--- config.mk ---
export PLATFORM = sky130hd
export DESIGN_NAME = color_scheme_ctrl
export DESIGN_NICKNAME = d
export VERILOG_FILES = /design/src/rtl/color_scheme_ctrl.sv
export SDC_FILE = /design/constraint.sdc
export NUM_CORES = 1
export LEC_CHECK = 0
export BUFFER_PORTS_ARGS = -buffer_cell sky130_fd_sc_hd__buf_2
export CAP_MARGIN = 20
export CORE_MARGIN = 5
export CORE_UTILIZATION = 40
export DETAILED_ROUTE_END_ITERATION = 12
export HOLD_SLACK_MARGIN = 0.1
export PLACE_DENSITY = 0.58
export SLEW_MARGIN = 0
export SYNTH_ARGS = -nofsm -noshare
export SYNTH_HDL_FRONTEND = slang
export SYNTH_SLANG_ARGS = --single-unit
--- constraint.sdc ---
create_clock -name clk -period 4.5 [get_ports clk]
set_input_delay 0.9 -clock clk [delete_from_list [all_inputs] [get_ports clk]]
set_output_delay 0.9 -clock clk [all_outputs]
set_load 0.1 [all_outputs]
--- src/rtl/color_scheme_ctrl.sv ---
// Double-buffered foreground/background colour pair; host writes land in shadow
// registers and reach the colour stage only on a vsync rising edge. Define BLINK_EN for fg/bg blink swap.
module color_scheme_ctrl #(
    parameter logic [23:0] FG_DEFAULT   = 24'hE0E0E0,
    parameter logic [23:0] BG_DEFAULT   = 24'h000066,
    parameter int          BLINK_FRAMES = 30
) (
    input  logic        clk,
    input  logic        rst_n,
    input  logic        wr_req,
    input  logic        wr_sel,
    input  logic [23:0] wr_data,
    output logic        wr_ack,
    input  logic        vsync,
`ifdef BLINK_EN
    input  logic        blink,
`endif
    output logic        pending,
    output logic [23:0] foregnd,
    output logic [23:0] backgnd
);

    typedef enum logic [1:0] {
        IDLE   = 2'd0,
        PEND   = 2'd1,
        COMMIT = 2'd2
    } state_t;

    if (BLINK_FRAMES < 1) begin : g_badBlinkFrames
        $error("BLINK_FRAMES must be at least 1");
    end

    state_t      r_state;
    logic [23:0] r_fgSh;
    logic [23:0] r_bgSh;
    logic [23:0] r_fgAct;
    logic [23:0] r_bgAct;
    logic        r_vsyncQ;
    logic        r_wrAck;

    logic w_frameStart;
    logic w_capture;

    assign w_frameStart = vsync & ~r_vsyncQ;
    // A write colliding with a commit edge is held off until the controller is back in IDLE.
    assign w_capture = wr_req & ~r_wrAck & (r_state != COMMIT)
                     & ~((r_state == PEND) & w_frameStart);

    always_ff @(posedge clk or negedge rst_n) begin
        if (!rst_n) begin
            r_state  <= IDLE;
            r_fgSh   <= FG_DEFAULT;
            r_bgSh   <= BG_DEFAULT;
            r_fgAct  <= FG_DEFAULT;
            r_bgAct  <= BG_DEFAULT;
            r_vsyncQ <= 1'b0;
            r_wrAck  <= 1'b0;
        end else begin
            r_vsyncQ <= vsync;
            r_wrAck  <= w_capture;
            if (w_capture) begin
                if (wr_sel) r_fgSh <= wr_data;
                else        r_bgSh <= wr_data;
            end
            case (r_state)
                IDLE: begin
                    if (w_capture) r_state <= PEND;
                end
                PEND: begin
                    if (w_frameStart) begin
                        r_state <= COMMIT;
                        r_fgAct <= r_fgSh;
                        r_bgAct <= r_bgSh;
                    end
                end
                COMMIT:  r_state <= IDLE;
                default: r_state <= IDLE;
            endcase
        end
    end

    assign wr_ack  = r_wrAck;
    assign pending = (r_state == PEND);

`ifdef BLINK_EN
    localparam int CNT_W = $clog2(BLINK_FRAMES) + 1;

    logic [CNT_W-1:0] r_frameCnt;
    logic             r_phase;

    always_ff @(posedge clk or negedge rst_n) begin
        if (!rst_n) begin
            r_frameCnt <= '0;
            r_phase    <= 1'b0;
        end else if (!blink) begin
            r_frameCnt <= '0;
            r_phase    <= 1'b0;
        end else if (w_frameStart) begin
            if (r_frameCnt == CNT_W'(BLINK_FRAMES - 1)) begin
                r_frameCnt <= '0;
                r_phase    <= ~r_phase;
            end else begin
                r_frameCnt <= r_frameCnt + 1'b1;
            end
        end
    end

    assign foregnd = r_phase ? r_bgAct : r_fgAct;
    assign backgnd = r_phase ? r_fgAct : r_bgAct;
`else
    assign foregnd = r_fgAct;
    assign backgnd = r_bgAct;
`endif

endmodule

==> metrics.txt <==
HP Class register to register; number of distinct library cells after synthesis 19; vias per cell approximately 4.6; Final setup violation count 0; vias in the first global route between 2000 and 2500; Final min period about 2500 ps; initial DRC count 53; post-cts resize count 0; Yosys reg bits 100; hold buffer count at CTS 0; post-synthesis adder-cell area fraction 0%; Crit path largest cell delay around 1100 ps; DP Cell Count roughly 520; fin nets 428; cell family with most CP delay simple AND/OR/NAND/NOR gates; Core Region 9330 um^2; Remaining Overflow, GRT 0; slew at the pin closest to its max-slew limit 913 ps; WP data arrival roughly 2700 ps; critical path peak fanout 24; area growth from synthesis to layout 18.4%; Final period util between 50% and 60%; multi-input logic area between 1000 and 1500 um^2; Initial Util between 40% and 50%; die area ~12000 um^2; CP max stage cell or4b_2; Port Buffers 78; Cell Rows 35; FF/Latch Area between 2000 and 3000 um^2; layout cells sized above 1 between 40% and 50%; XOR/XNOR Fraction of Synth Area 0%; mapped cell area between 3000 and 4000 um^2; initial antenna violation count 1; Final Hold Violating Endpoints 0; worst clock skew about 11 ps; max-slew violations 0; fillers slightly below 900; max cap viols 0; CTS sink count 100; # DRC 0; H-Tree Depth 3; Ant. Diodes 0; compound-gate portion of the synthesized area 0.260%; hpwl dp slightly below 5000 um; Worst EP required 4730 ps; TritonCTS clock tree done; Synthesized Nets around 350; post-synthesis sequential area ratio 65.8%; buffer and inverter count on the worst path 2; commonest non-fill, non-tap cells in the layout nand2_1 (144), buf_2 (77), dfrtp_1 (74); Synth Area in Simple Gates 15.8%; root buffer cell clkbuf_8; die width approximately 110 um; status finished, final reports clean; worst-skew pair later-pin latency roughly 350 ps; Routed WL per cell 14.0 um; first-pass GRT wire length about 12000 um; CP Class input pin to register; Synth warnings 0; Startpoint Class input pin; Syn Area/Cell between 10 and 15 um^2; main combinational cell family by area after synthesis multiplexers; largest net degree at the start of global routing 54; fmax 406 MHz; leading cell type in the layout, fill and taps excluded nand2_1; I/O pins 79; Fin Setup TNS 0 ps; Die Ht around 110 um; Cell Count, Final, Fillers Out around 530; Reg clk slew, reported paths around 90 ps; # Post-CTS Setup Buffers 0; worst-path cell chain buf_2 > nand4bb_2 > inv_2 > or4b_2 > mux2_4; Syn Inst Count 319; mux contribution to synthesized area 16.0%; RSZ-0062 raised after global routing false; total CTS buffers 9; global placement routability congestion between 0.7 and 0.8; final WL 7450 um; Post-DRT Antenna Nets 0; Worst Setup End Kind register; max_slew headroom between 30% and 40%; Detailed Routing Iterations Pass 1 4; GRT Util Overall between 10% and 20%; worst-case clock buffer depth 2; via count between 2000 and 2500
cells in the mapped netlist:
| master | count | area (um^2) |
|---|---|---|
| clkbuf_1 | 10 | 37.5 |
| nor2b_1 | 2 | 12.5 |
| o21ai_0 | 1 | 5.00 |
| dfrtp_1 | 74 | 1850 |
| inv_2 | 1 | 3.75 |
| buf_2 | 3 | 15.0 |
| inv_1 | 1 | 3.75 |
| nand2_1 | 144 | 541 |
| nand4bb_2 | 1 | 16.3 |
| dfstp_2 | 26 | 683 |
| or4b_1 | 1 | 10.0 |
| nor3_1 | 1 | 5.00 |
| mux2_4 | 20 | 300 |
| nor4_2 | 1 | 12.5 |
| buf_6 | 2 | 22.5 |
| a21oi_1 | 1 | 5.00 |
| mux2_2 | 28 | 315 |
| or2_2 | 1 | 6.26 |
| nand2b_1 | 1 | 6.26 |
final timing paths:
check	from	to	slack [ps]	cells after the start
max	vsync	r_fgSh[18]	2040	5
min	r_bgSh[1]	backgnd[1]	460	2
max reg2reg	wr_ack	r_fgSh[18]	2230	3
min reg2reg	r_bgSh[1]	backgnd[1]	460	2
max in group asynchronous	rst_n	r_fgSh[20]	3390	2
min in group asynchronous	rst_n	backgnd[14]	640	2
worst min-delay path: cells and delay by family, from the launching register on:
kind          cells  cell delay, ps
flops             1             380
simple gates      2              90
routing by layer:
| layer | part of all wire (%) | track usage (%) |
|---|---|---|
| met1 | 47 | 18.6 |
| met2 | 44 | 20.2 |
| met3 | 7.4 | 5.07 |
| met4 | 0.93 | 4.06 |
| met5 | 0.094 | 0 |
cells by family after synthesis:
logic type,count (synthesis)
AO/OA/AOI/OAI,2
multiplexers,48
buffers and inverters,17
AND/OR/NAND/NOR,152
flip-flops,100
through the flow:
stage | hold slack (ps) | utilization (%) | setup WS, ps | instance area, um^2
after CTS | 462 | 48.9 | 2040 | 4560
final | 459 | 48.9 | 2040 | 4560
after global placement | 443 | 47.0 | 1690 | 4390
after floorplan | 428 | - | 1860 | 3850
after global routing | 477 | 48.9 | 2010 | 4560
after detailed placement | 446 | 47.0 | 1650 | 4390
registers in the layout (all words and copies together) (netlist names):
name / cells
backgnd: 24
foregnd: 24
r_bgSh: 24
r_fgSh: 24
r_state: 2
r_vsyncQ: 1
wr_ack: 1
final cells by class:
cell class | instances | area share [%]
well taps | 129 | 3.54
inverters | 2 | 0.165
flip-flops and latches | 100 | 55.6
clock buffers | 11 | 3.10
multi-input cells | 202 | 27.3
clock inverters | 5 | 0.795
repair buffers | 84 | 9.60
Power is not shown: default switching activity piles up to over one toggle a cycle in this logic, so the estimate is an artifact.
